`config.mk`:
```
export PLATFORM = sky130hd
export DESIGN_NAME = shift_add_mult
export DESIGN_NICKNAME = d
export VERILOG_FILES = /design/src/rtl/shift_add_mult.sv
export SDC_FILE = /design/constraint.sdc
export NUM_CORES = 1
export LEC_CHECK = 0
export BUFFER_PORTS_ARGS = -buffer_cell sky130_fd_sc_hd__buf_4
export CAP_MARGIN = 20
export CORE_UTILIZATION = 59
export CTS_CLUSTER_SIZE = 40
export DETAILED_ROUTE_END_ITERATION = 12
export HOLD_SLACK_MARGIN = 0.1
export PLACE_DENSITY = 0.81
export SYNTH_ARGS = -nofsm -noshare
export SYNTH_HDL_FRONTEND = slang
export SYNTH_SLANG_ARGS = --single-unit
```
`constraint.sdc`:
```
create_clock -name clk -period 3.4 [get_ports clk]
set_input_delay 0.68 -clock clk [delete_from_list [all_inputs] [get_ports clk]]
set_output_delay 0.68 -clock clk [all_outputs]
set_load 0.01 [all_outputs]
```
`src/rtl/shift_add_mult.sv`:
```
// shift_add_mult: iterative shift-add multiply-accumulate.
// product_out = multiplicand_in * multiplier_in + addend_in (unsigned).
// One multiplier bit retires per clock. Latency is fixed at WIDTH cycles
// from the accepting edge to done, followed by one DONE cycle.
//
// state | meaning
// IDLE  | ready=1, waiting for start
// RUN   | WIDTH shift-add iterations in progress
// DONE  | done=1 for one cycle, product_out newly valid

module shift_add_mult #(
  parameter int WIDTH = 32
) (
  input  logic                 clk,
  input  logic                 reset,
  input  logic                 start,
  input  logic [WIDTH-1:0]     multiplicand_in,
  input  logic [WIDTH-1:0]     multiplier_in,
  input  logic [WIDTH-1:0]     addend_in,
  output logic                 ready,
  output logic                 done,
  output logic [2*WIDTH-1:0]   product_out
);

  localparam int CW = $clog2(WIDTH) + 1;
  localparam logic [CW-1:0] LAST = CW'(WIDTH - 1);

  typedef enum logic [1:0] {IDLE, RUN, DONE} state_t;

  state_t state, state_next;

  logic [2*WIDTH-1:0] acc;
  logic [2*WIDTH-1:0] mcand;
  logic [2*WIDTH-1:0] acc_step;
  logic [WIDTH-1:0]   mplier;
  logic [CW-1:0]      count;
  logic               last_iter;

  // Accumulator value after the current iteration's conditional add.
  assign acc_step  = mplier[0] ? (acc + mcand) : acc;
  assign last_iter = (count == LAST);

  // State register.
  always_ff @(posedge clk) begin
    if (reset) state <= IDLE;
    else       state <= state_next;
  end

  // Next-state decode and handshake outputs.
  always_comb begin
    state_next = state;
    ready      = 1'b0;
    done       = 1'b0;
    case (state)
      IDLE: begin
        ready = 1'b1;
        if (start) state_next = RUN;
      end
      RUN: begin
        if (last_iter) state_next = DONE;
      end
      DONE: begin
        done       = 1'b1;
        state_next = IDLE;
      end
      default: state_next = IDLE;
    endcase
  end

  // Datapath: operand load, shift-add iterations and result capture.
  always_ff @(posedge clk) begin
    if (reset) begin
      acc         <= '0;
      mcand       <= '0;
      mplier      <= '0;
      count       <= '0;
      product_out <= '0;
    end else begin
      case (state)
        IDLE: begin
          if (start) begin
            acc    <= {{WIDTH{1'b0}}, addend_in};
            mcand  <= {{WIDTH{1'b0}}, multiplicand_in};
            mplier <= multiplier_in;
            count  <= '0;
          end
        end
        RUN: begin
          acc    <= acc_step;
          mcand  <= mcand << 1;
          mplier <= mplier >> 1;
          count  <= count + CW'(1);
          if (last_iter) product_out <= acc_step;
        end
        default: ;
      endcase
    end
  end

endmodule

```
==> reports/results.ini <==
[cells_and_area]
syn_to_final_growth_pct = 16.8
nFillCells = 1808
final_area_um2 = 15800
antennaDiodeCount = 0
drive_gt1_share_pct = 18.9
layoutNonFillerInstCount = 2078
nets = 1943

[yosys]
ys_types = 70
syn_inst = 1681
synth_edf_count = 0
yosys.area.top_type = dfxtp_1
syn_nets = 1845
yosysSeqAreaShare_pct = 34.4
synth_most_common_cell = nor2_1
synth_top_area_share_pct = 34.4
synth_ff_type = dfxtp_1
synth_common_cells = 271 x nor2_1, 232 x dfxtp_1, 193 x a21oi_1, 116 x clkbuf_1, 109 x nand2_1
ys_async_sr_fraction_pct = 0
synth_area_um2 = 13500
synth_warnings = 0
avgSynthCellArea_um2 = 8.03
ys_ff_latch = 232
synth_area_leaders = dfxtp_1 34%, nor2_1 7.5%, a21oi_1 7.2%

[floorplan]
row_count = 54
dieArea_um2 = 23500
start_util_pct = 61.1
die_h_um = 153
die_w_um = 153
io_pins = 165
core-area_um2 = 22100

[global_routing]
grt_pass1_vias = 12695
antenna_found_initial = 0
grt_max_degree = 101
overflow = 0
grt_pass1_wl_um = 65500
grtUsageTotal_pct = 34.0

[route]
num_vias = 13508
dr.pass1.iters = 7
routedWlPerCell_um = 19.7
drc = 0
drt_iter0_markers = 1235
viasPerCell = 6.50
routed_wl_um = 41000
antenna_left = 0

[place]
pre_cts_slack_ns = 0.195
io_buffer_count = 164
dp_hpwl_um = 29000
place_area_um2 = 14900
place_inst = 2031
gp_congestion = 0.969

[clock_network]
cts_tree = built
insertion_delay_ns = 0.54
clk_pin_slew_worst_paths_ns = 0.06
root_buffer = clkbuf_16
post_cts_buffers = 0
clkSinkCount = 232
htree_levels = 1
cts_resized = 0
cts_hold_buf = 0
cts_max_path_buffers = 3
cts-buffers-inserted = 26

[setup_path]
endpoint_kind = flip-flop
required_ns = 3.82
worst_setup_path_start_kind = flip-flop
crit_top_cell = nand4_1
crit_path_max_incr_delay_ns = 0.41
path_max_fanout = 4
crit_chain = ha_1, fa_1, a21o_2, a31oi_2, or4b_4, nand4_1, nand4_1, a31oi_1, nor3b_1, buf_4, o21ai_0, xor2_1, o31a_1
cpMaxStageDelayCell = fa_1
critical_path_class = flip-flop to flip-flop
arrival_ns = 3.68

[timing]
period_needed_ns = 3.26
tns_ns = 0
hold_viol = 0
maxSlewViolCount = 0
relSlewSlack_pct = 46.7
max_slew.worst_pin.slew_ns = 0.800
fin_skew_ns = 0.0175
holdWs_ns = 0.392
rsz0062_at_grt = true
setup_viol = 0
post-route-period-util_pct = 95.8
setup_ws_ns = 0.142
fmax_ghz = 0.307

[power]
p_sw_uw = 1870
p_int_uw = 4930
leakage_uw = 0.00651
p_per_area_nw_per_um2 = 432
switching_share_pct = 27.5
ir_worst_vdd_mv = 0.302
power.share.clock_pct = 41.4
p_comb_share_pct = 15.7
seq_power_share_pct = 43.0

[worst_hold_path]
hp-class = input port to flip-flop

[job]
maxCapViolCount = 0

[outcome]
status = finished clean

[cell families (layout without fill, tap and decap cells)]
kind of cell | count (synthesis) | count (layout) | share of synthesized area, %
AND/OR/NAND/NOR | 545 | 545 | 18.2
flip-flops | 232 | 232 | 34.4
XOR/XNOR | 58 | 58 | 3.76
adder cells (fa/ha/maj) | 65 | 65 | 6.08
AO/OA/AOI/OAI | 597 | 597 | 31.1
buffers and inverters | 157 | 274 | 4.42
multiplexers | 27 | 27 | 2.02
[registers in the layout, summed over array words and instances, names as in the netlist]
| name | count |
|---|---|
| acc | 64 |
| mcand | 64 |
| product_out | 64 |
| mplier | 32 |
| count | 6 |
| state | 2 |
[cell usage in the layout (no fill, tap or decap), types with 4 or more instances in the layout]
cell	instances
nor2_1	269
dfxtp_1	229
buf_4	204
a21oi_1	193
nand2_1	109
o221a_2	69
nor2b_1	68
ha_1	64
o21ai_0	62
a22oi_1	53
a211oi_1	48
xnor2_1	37
a21o_1	29
clkbuf_16	27
mux2i_1	25
nand4_1	23
inv_1	22
xor2_1	21
nor3_1	20
o21bai_1	18
a31oi_1	18
a221oi_1	18
nand3_1	15
a22o_1	10
o21ai_1	9
o21a_1	9
a222oi_1	7
and3_1	6
and4_1	6
o211ai_1	6
clkbuf_8	6
a21boi_0	5
clkbuf_1	5
nor4b_1	4
o31ai_1	4
a311oi_1	4
o31a_1	4
clkinv_2	4
[path summary, 6_finish.rpt]
| path | end | slack (ns) | depth (start not counted) | start |
|---|---|---|---|---|
| worst max-delay path | product_out[50] | 0.14 | 13 | acc[0] |
| worst min-delay path | acc[22] | 0.39 | 3 | addend_in[22] |
| worst max register to register | product_out[50] | 0.14 | 13 | acc[0] |
| worst min register to register | acc[60] | 0.47 | 2 | acc[60] |
[per-layer routing]
metal  wire [um]  part of all wire [%]  global-route usage [%]  up-vias
li1            -                     -                       -     6384
met1       18300                    45                    48.8     6372
met2       18000                    44                    53.0      684
met3        3890                   9.5                    5.16       68
met4         739                   1.8                    9.09        0
met5           0                     0                       0        -
[worst max-delay path, delay by kind of cell (launching register included)]
family	cells	cell delay, ns
AO/OA/AOI/OAI	5	0.98
flip-flops	1	0.33
XOR/XNOR	1	0.19
buffers and inverters	1	0.16
adder cells (fa/ha/maj)	2	0.64
AND/OR/NAND/NOR	4	0.84
[stage by stage]
stage / util (%) / total power, uW
final: 71.3 / 6810
after global routing: 71.3 / 7040
after CTS: 71.3 / 6820
after detailed placement: 67.4 / 4020
after global placement: 67.4 / 4000
after floorplan: - / 3680
[power by group through the flow]
stage	combinational (uW)	clock [uW]	sequential (uW)
after floorplan	743	0	2940
after detailed placement	1040	0	2980
final	1070	2820	2920
after global routing	1160	2940	2940
after global placement	1030	0	2970
after CTS	1050	2840	2920
[area by class of cell]
cell class	count	area, um^2	area share (%)
inverter	23	86.3	0.548
tap	280	350	2.22
multi-input combinational	1292	8280	52.5
timing repair buffer	204	1530	9.72
clock inverter	9	83.8	0.532
sequential	232	4650	29.5
clock buffer	38	777	4.93
Power figures use the tool's default switching activity.
